--- config.mk ---
export PLATFORM = sky130hd
export DESIGN_NAME = cu_multicycle
export DESIGN_NICKNAME = d
export VERILOG_FILES = /design/src/rtl/cu_pkg.sv /design/src/rtl/cu_regfile.sv /design/src/rtl/cu_multicycle.sv
export SDC_FILE = /design/constraint.sdc
export NUM_CORES = 1
export LEC_CHECK = 0
export CORE_MARGIN = 10
export CORE_UTILIZATION = 47
export DETAILED_ROUTE_END_ITERATION = 10
export PLACE_DENSITY_LB_ADDON = 0.2
export SLEW_MARGIN = 20
export SYNTH_ARGS = -nofsm -noshare
export SYNTH_HDL_FRONTEND = slang
export SYNTH_SLANG_ARGS = --single-unit
--- constraint.sdc ---
create_clock -name clk -period 1.7 [get_ports clk]
set_clock_uncertainty 0.1 [all_clocks]
set_input_delay 0.34 -clock clk [delete_from_list [all_inputs] [get_ports clk]]
set_output_delay 0.34 -clock clk [all_outputs]
set_load 0.005 [all_outputs]
--- src/rtl/cu_pkg.sv ---
// Shared types and instruction-field layout for the multi-cycle control unit.
// Field positions are functions so every module derives them from its own parameters.
package cu_pkg;

   typedef enum logic [2:0] {
      S_IDLE       = 3'd0,
      S_DECODE     = 3'd1,
      S_EXECUTE    = 3'd2,
      S_MEM_ACCESS = 3'd3,
      S_WRITE_BACK = 3'd4
   } cu_state_e;

   typedef enum logic [1:0] {
      T_NOP   = 2'b00,
      T_STD   = 2'b01,
      T_LOAD  = 2'b10,
      T_STORE = 2'b11
   } instr_type_e;

   localparam logic [3:0] RESET_OPCODE = 4'hF;
   localparam int         OPCODE_W     = 4;
   localparam int         OPCODE_LSB   = 0;
   localparam int         OFFSET_LSB   = OPCODE_LSB + OPCODE_W;

   // Layout MSB->LSB: type[2], rd, rs1, rs2, offset[data_width], opcode[4]
   function automatic int rs2_lsb(input int data_width);
      return OFFSET_LSB + data_width;
   endfunction

   function automatic int rs1_lsb(input int reg_bits, input int data_width);
      return rs2_lsb(data_width) + reg_bits;
   endfunction

   function automatic int rd_lsb(input int reg_bits, input int data_width);
      return rs1_lsb(reg_bits, data_width) + reg_bits;
   endfunction

   function automatic int type_lsb(input int reg_bits, input int data_width);
      return rd_lsb(reg_bits, data_width) + reg_bits;
   endfunction

   function automatic int instr_width(input int reg_bits, input int data_width);
      return 2 + 3 * reg_bits + data_width + OPCODE_W;
   endfunction

endpackage

--- src/rtl/cu_regfile.sv ---
// Register file for the control unit: two read ports sampled by the FSM in DECODE,
// one combinational debug read, one write port; resets each entry to its own index.
module cu_regfile
   import cu_pkg::*;
#(
   parameter int  DATA_WIDTH = 8,
   parameter int  NUM_REGS   = 4,
   localparam int REG_BITS   = $clog2(NUM_REGS)
) (
   input  logic                  clk,
   input  logic                  rst_n,
   input  logic [REG_BITS-1:0]   raddr_a_i,
   output logic [DATA_WIDTH-1:0] rdata_a_o,
   input  logic [REG_BITS-1:0]   raddr_b_i,
   output logic [DATA_WIDTH-1:0] rdata_b_o,
   input  logic [REG_BITS-1:0]   dbg_addr_i,
   output logic [DATA_WIDTH-1:0] dbg_data_o,
   input  logic                  we_i,
   input  logic [REG_BITS-1:0]   waddr_i,
   input  logic [DATA_WIDTH-1:0] wdata_i
);

   logic [DATA_WIDTH-1:0] regs_q [NUM_REGS];

   always_ff @(posedge clk or negedge rst_n) begin
      if (!rst_n) begin
         for (int i = 0; i < NUM_REGS; i++) begin
            regs_q[i] <= DATA_WIDTH'(i);
         end
      end else if (we_i) begin
         regs_q[waddr_i] <= wdata_i;
      end
   end

   assign rdata_a_o  = regs_q[raddr_a_i];
   assign rdata_b_o  = regs_q[raddr_b_i];
   assign dbg_data_o = regs_q[dbg_addr_i];

endmodule

--- src/rtl/cu_multicycle.sv ---
// Multi-cycle control unit: one instruction per handshake, sequenced through
// DECODE / EXECUTE / MEM_ACCESS / WRITE_BACK with registered datapath controls.
//
// state        | meaning
// IDLE         | ready for an instruction; NOPs are consumed here
// DECODE       | read rs1 and rs2/rd, register operands and selects
// EXECUTE      | ALU works on registered operands; pick WB or MEM next
// MEM_ACCESS   | data memory access, held while mem_wait; store completes here
// WRITE_BACK   | result2 written to rd at end of cycle; done pulses
module cu_multicycle
   import cu_pkg::*;
#(
   parameter int  DATA_WIDTH  = 8,
   parameter int  NUM_REGS    = 4,
   localparam int REG_BITS    = $clog2(NUM_REGS),
   localparam int INSTR_WIDTH = instr_width(REG_BITS, DATA_WIDTH)
) (
   input  logic                   clk,
   input  logic                   rst,
   input  logic [INSTR_WIDTH-1:0] instr,
   input  logic                   instr_valid,
   output logic                   instr_ready,
   input  logic [DATA_WIDTH-1:0]  result2,
   input  logic                   mem_wait,
   output logic [DATA_WIDTH-1:0]  operand1,
   output logic [DATA_WIDTH-1:0]  operand2,
   output logic [DATA_WIDTH-1:0]  offset,
   output logic [3:0]             opcode,
   output logic                   sel1,
   output logic                   sel3,
   output logic                   w_r,
   output logic                   done,
   input  logic [REG_BITS-1:0]    dbg_addr,
   output logic [DATA_WIDTH-1:0]  dbg_data
);

   localparam int TYPE_LSB = type_lsb(REG_BITS, DATA_WIDTH);
   localparam int RD_LSB   = rd_lsb(REG_BITS, DATA_WIDTH);
   localparam int RS1_LSB  = rs1_lsb(REG_BITS, DATA_WIDTH);
   localparam int RS2_LSB  = rs2_lsb(DATA_WIDTH);

   cu_state_e              state_q;
   logic [INSTR_WIDTH-1:0] instr_q;
   logic [DATA_WIDTH-1:0]  operand1_q, operand2_q, offset_q;
   logic [3:0]             opcode_q;
   logic                   sel1_q, sel3_q, w_r_q;

   logic [1:0]             in_type;
   instr_type_e            q_type;
   logic [REG_BITS-1:0]    q_rd, q_rs1, q_rs2;
   logic [DATA_WIDTH-1:0]  q_offset;
   logic [3:0]             q_opcode;
   logic [REG_BITS-1:0]    raddr_b;
   logic [DATA_WIDTH-1:0]  rdata_a, rdata_b;
   logic                   rf_we;

   assign in_type  = instr[TYPE_LSB +: 2];
   assign q_type   = instr_type_e'(instr_q[TYPE_LSB +: 2]);
   assign q_rd     = instr_q[RD_LSB +: REG_BITS];
   assign q_rs1    = instr_q[RS1_LSB +: REG_BITS];
   assign q_rs2    = instr_q[RS2_LSB +: REG_BITS];
   assign q_offset = instr_q[OFFSET_LSB +: DATA_WIDTH];
   assign q_opcode = instr_q[OPCODE_LSB +: OPCODE_W];

   // Load/store carry the store data / load target in rd, so port B reads rd for them
   assign raddr_b = (q_type == T_STD) ? q_rs2 : q_rd;
   assign rf_we   = (state_q == S_WRITE_BACK);

   cu_regfile #(
      .DATA_WIDTH (DATA_WIDTH),
      .NUM_REGS   (NUM_REGS)
   ) u_regfile (
      .clk        (clk),
      .rst_n      (rst),
      .raddr_a_i  (q_rs1),
      .rdata_a_o  (rdata_a),
      .raddr_b_i  (raddr_b),
      .rdata_b_o  (rdata_b),
      .dbg_addr_i (dbg_addr),
      .dbg_data_o (dbg_data),
      .we_i       (rf_we),
      .waddr_i    (q_rd),
      .wdata_i    (result2)
   );

   always_ff @(posedge clk or negedge rst) begin
      if (!rst) begin
         state_q    <= S_IDLE;
         instr_q    <= '0;
         operand1_q <= '0;
         operand2_q <= '0;
         offset_q   <= '0;
         opcode_q   <= RESET_OPCODE;
         sel1_q     <= 1'b0;
         sel3_q     <= 1'b0;
         w_r_q      <= 1'b0;
      end else begin
         case (state_q)
            S_IDLE: begin
               if (instr_valid && (in_type != T_NOP)) begin
                  instr_q <= instr;
                  state_q <= S_DECODE;
               end
            end
            S_DECODE: begin
               operand1_q <= rdata_a;
               operand2_q <= rdata_b;
               offset_q   <= q_offset;
               opcode_q   <= q_opcode;
               sel1_q     <= (q_type == T_STD);
               sel3_q     <= (q_type != T_STD);
               state_q    <= S_EXECUTE;
            end
            S_EXECUTE: begin
               if (q_type == T_STD) begin
                  state_q <= S_WRITE_BACK;
               end else begin
                  state_q <= S_MEM_ACCESS;
                  w_r_q   <= (q_type == T_STORE);
               end
            end
            S_MEM_ACCESS: begin
               if (!mem_wait) begin
                  w_r_q   <= 1'b0;
                  state_q <= (q_type == T_LOAD) ? S_WRITE_BACK : S_IDLE;
               end
            end
            S_WRITE_BACK: begin
               state_q <= S_IDLE;
            end
            default: begin
               w_r_q   <= 1'b0;
               state_q <= S_IDLE;
            end
         endcase
      end
   end

   assign instr_ready = (state_q == S_IDLE);
   // Store completes in MEM_ACCESS itself, so done must see the live mem_wait
   assign done = (state_q == S_WRITE_BACK) ||
                 ((state_q == S_MEM_ACCESS) && (q_type == T_STORE) && !mem_wait);

   assign operand1 = operand1_q;
   assign operand2 = operand2_q;
   assign offset   = offset_q;
   assign opcode   = opcode_q;
   assign sel1     = sel1_q;
   assign sel3     = sel3_q;
   assign w_r      = w_r_q;

endmodule

==> results of run 1 <==
state kept, by name (all words and copies together), names as in the netlist:
register	flops
u_regfile.regs_q	32
sel1	1
w_r	1
offset	8
state_q	3
instr_q	20
operand2	8
opcode	4
sel3	1
operand1	8
how the worst max path moves through the flow:
stage / end / depth (start not counted)
floorplan: u_regfile.regs_q[17]$_DFFE_PN0P_ / 5
global placement: dbg_data[1] / 4
detailed placement: dbg_data[1] / 4
CTS: u_regfile.regs_q[20]$_DFFE_PN0P_ / 5
global route: done / 4
finish: u_regfile.regs_q[12]$_DFFE_PN0P_ / 6
power groups by stage:
stage | Sequential, uW | Clock, uW | Combinational (uW)
detailed placement | 3760 | 0 | 5770
global placement | 3700 | 0 | 5650
floorplan | 3670 | 0 | 2920
global route | 3900 | 1650 | 7860
finish | 3780 | 1560 | 7420
CTS | 3740 | 1570 | 6740
metrics by stage:
| stage | setup slack (ns) | util |
|---|---|---|
| global placement | -0.7466 | 0.6607 |
| finish | -0.2058 | 0.7705 |
| global route | -0.2359 | 0.7705 |
| CTS | -0.1584 | 0.7369 |
| detailed placement | -0.7533 | 0.6607 |
| floorplan | -0.1390 | - |
synthesized netlist by cell type, drive strengths merged, types with 2 or more instances:
library cell	instances
dfstp	8
dfrtp	78
nor3b	16
mux2i	11
mux4	16
a21oi	4
o21ai	2
nor2	12
nor3	3
clkbuf	11
buf	10
nand2	5
o31ai	2
a221oi	8
mux2	75
a2111oi	7
timing repair:
action,4_1_cts,5_1_grt
pin swaps,15,4
hold buffers,1,0
resized for setup,134,49
setup endpoints to repair,80,92
setup buffers,10,10
endpoints found under the hold margin,25,0
gates cloned,3,1
critical path, stage by stage, from the launching register on:
cell	delay (ns)
dfrtp_1	0.41
or3b_4	0.42
buf_6	0.15
buf_4	0.14
nor2_4	0.10
nand2_4	0.13
mux2_4	0.35
logic make-up (layout without fill, tap and decap cells):
family	count (synthesis)	after routing	synth area share
buffers and inverters	22	187	0.02544
AO/OA/AOI/OAI	27	27	0.05026
AND/OR/NAND/NOR	45	45	0.07172
multiplexers	102	103	0.3230
flip-flops	86	86	0.5296
layout make-up:
cell class / count / area, um2
clock inverters: 7 / 91.34
clock buffers: 9 / 123.9
multi-input cells: 175 / 2272
inverters: 1 / 3.754
well taps: 105 / 131.4
repair buffers: 170 / 1640
flip-flops and latches: 86 / 2163
fillers: 489 / 1914
metal layers:
metal | track usage | vias to the layer above
met1 | 0.2199 | 1666
met4 | 0.05838 | 0
met3 | 0.05652 | 19
met5 | 0 | -
li1 | - | 1394
met2 | 0.3041 | 117
layout by cell type (no fill, tap or decap), types with 2 or more instances in the layout:
cell,n
inv_6,2
nor3_4,2
dfstp_2,8
o21ai_0,2
buf_8,2
buf_12,8
buf_6,12
clkdlybuf4s50_1,29
nor2_1,11
mux4_2,16
nor3b_4,2
mux2_2,36
mux2_4,40
a221oi_2,3
buf_2,10
buf_4,71
nor3b_2,10
dlymetal6s2s_1,14
nor3b_1,4
buf_16,2
mux2i_1,8
a221oi_1,5
clkbuf_8,9
a21oi_1,4
mux2i_4,2
a2111oi_4,7
nand2_1,3
dfrtp_1,77
dlygate4sd2_1,19
==> flow_summary.json, run 1 <==
{
  "initial_core_util": 0.4895,
  "drt-initial-drc-count": 200,
  "num_antenna_cells": 0,
  "ctsHtreeMaxLevel": 3,
  "ys_ff_latch": 86,
  "dr.pass1.iters": 4,
  "syn_to_final_growth_pct": 57.40,
  "hold_start": "mem_wait",
  "rr_startpoint": "state_q[0]$_DFFE_PN0P_",
  "final_layout_size_suffix_gt1_frac": 0.5781,
  "drt_wl_total_um": 12490,
  "internal-power_uw": 8228,
  "path_class": "reg2reg",
  "grt_pass1_vias": 3363,
  "synthTopCellsByArea": "dfrtp_1, mux2_2, mux4_2",
  "synthesis.nets": 316,
  "pwr_density_cell_nw_per_um2": 1985,
  "rows": 33,
  "dp.cells": 512,
  "avgRoutedWirePerCell_um": 22.59,
  "maxSlewViolCount": 0,
  "total_power_uw": 12760,
  "die_area_um2": 12810,
  "die_y_um": 113.2,
  "min_period_ns": 1.906,
  "worst_slew_pin_slew_ns": 0.4495,
  "violations": "negative setup slack",
  "cts_buffer_depth": 2,
  "core-area_um2": 8341,
  "cts_made_buffers": 9,
  "syn-cell-area_um2": 4083,
  "antenna_left": 0,
  "drcViolationCount": 0,
  "hp-class": "in2reg",
  "synth_top_area_frac": 0.4781,
  "antenna_found_initial": 0,
  "grt_pass1_wl_um": 18590,
  "synth_edf_count": 0,
  "hold_ws_ns": 0.2930,
  "leakage_uw": 0.002957,
  "period_share": 1.121,
  "cp.arrival_ns": 2.07,
  "synthCells": 282,
  "grt-ovfl-total": 0,
  "max_freq_mhz": 524.7,
  "endpoint_kind": "flip-flop",
  "layout.nets": 477,
  "hold_viol": 0,
  "path_max_fanout": 8,
  "gp_routability_congestion": 0.8263,
  "max-cap-violations": 0,
  "insertion_delay_ns": 0.38,
  "p_comb_frac": 0.582,
  "synth_ff_type": "dfrtp_1",
  "reg2reg_slack_ns": -0.21,
  "synthArstFlopShare": 1.000,
  "dp_hpwl_um": 7670,
  "r2r-end": "u_regfile.regs_q[12]$_DFFE_PN0P_",
  "setup_slack_ns": -0.2058,
  "hold_path_depth": 3,
  "status": "finished, violations left",
  "netlist.top_cell.by_area": "dfrtp_1",
  "cts_sinks": 86,
  "root_buffer": "clkbuf_8",
  "maxSlewHeadroom": 0.6972,
  "yosysWarnings": 0,
  "crit_path_start_kind": "flip-flop",
  "avgSynthCellArea_um2": 14.48,
  "tns_ns": -7.419,
  "place.port_buffers": 74,
  "swShare": 0.3550,
  "top_layer": "met4",
  "dpl-instance-area_um2": 5510,
  "critPathRequiredTime_ns": 1.86,
  "cts_tree": "built",
  "die_w_um": 113.2,
  "pwr-share-seq": 0.296,
  "wl_met2_um": 6334,
  "vdd_drop_max_mv": 1.100,
  "setup_violations": 71,
  "vias": 3196,
  "min_to": "state_q[1]$_DFFE_PN0P_",
  "fin_area_um2": 6426,
  "crit_start": "state_q[0]$_DFFE_PN0P_",
  "grt_max_degree": 29,
  "final_cells": 553,
  "switchingPower_uw": 4528,
  "clockPowerShare": 0.122,
  "wl_met3_um": 825,
  "grt.total_usage": 0.1825,
  "wl_met1_um": 5118,
  "viasPerCell": 5.779,
  "ys_types": 35,
  "ios": 75,
  "clk_pin_slew_ns": 0.09,
  "rsz0062_at_grt": "true",
  "reg2reg_depth": 6,
  "ys_seq_area_frac": 0.5296
}
Note: power is estimated with default switching activity, not from simulation.
==> inputs of run 2 (changes only) <==
--- a/config.mk
+++ b/config.mk
@@ -9,7 +9,7 @@
 export CORE_UTILIZATION = 47
 export DETAILED_ROUTE_END_ITERATION = 10
 export PLACE_DENSITY_LB_ADDON = 0.2
-export SLEW_MARGIN = 20
+export SLEW_MARGIN = 10
 export SYNTH_ARGS = -nofsm -noshare
 export SYNTH_HDL_FRONTEND = slang
 export SYNTH_SLANG_ARGS = --single-unit
==> results of run 2 <==
Final layout, timing and power as in run 1 (identical DEF).
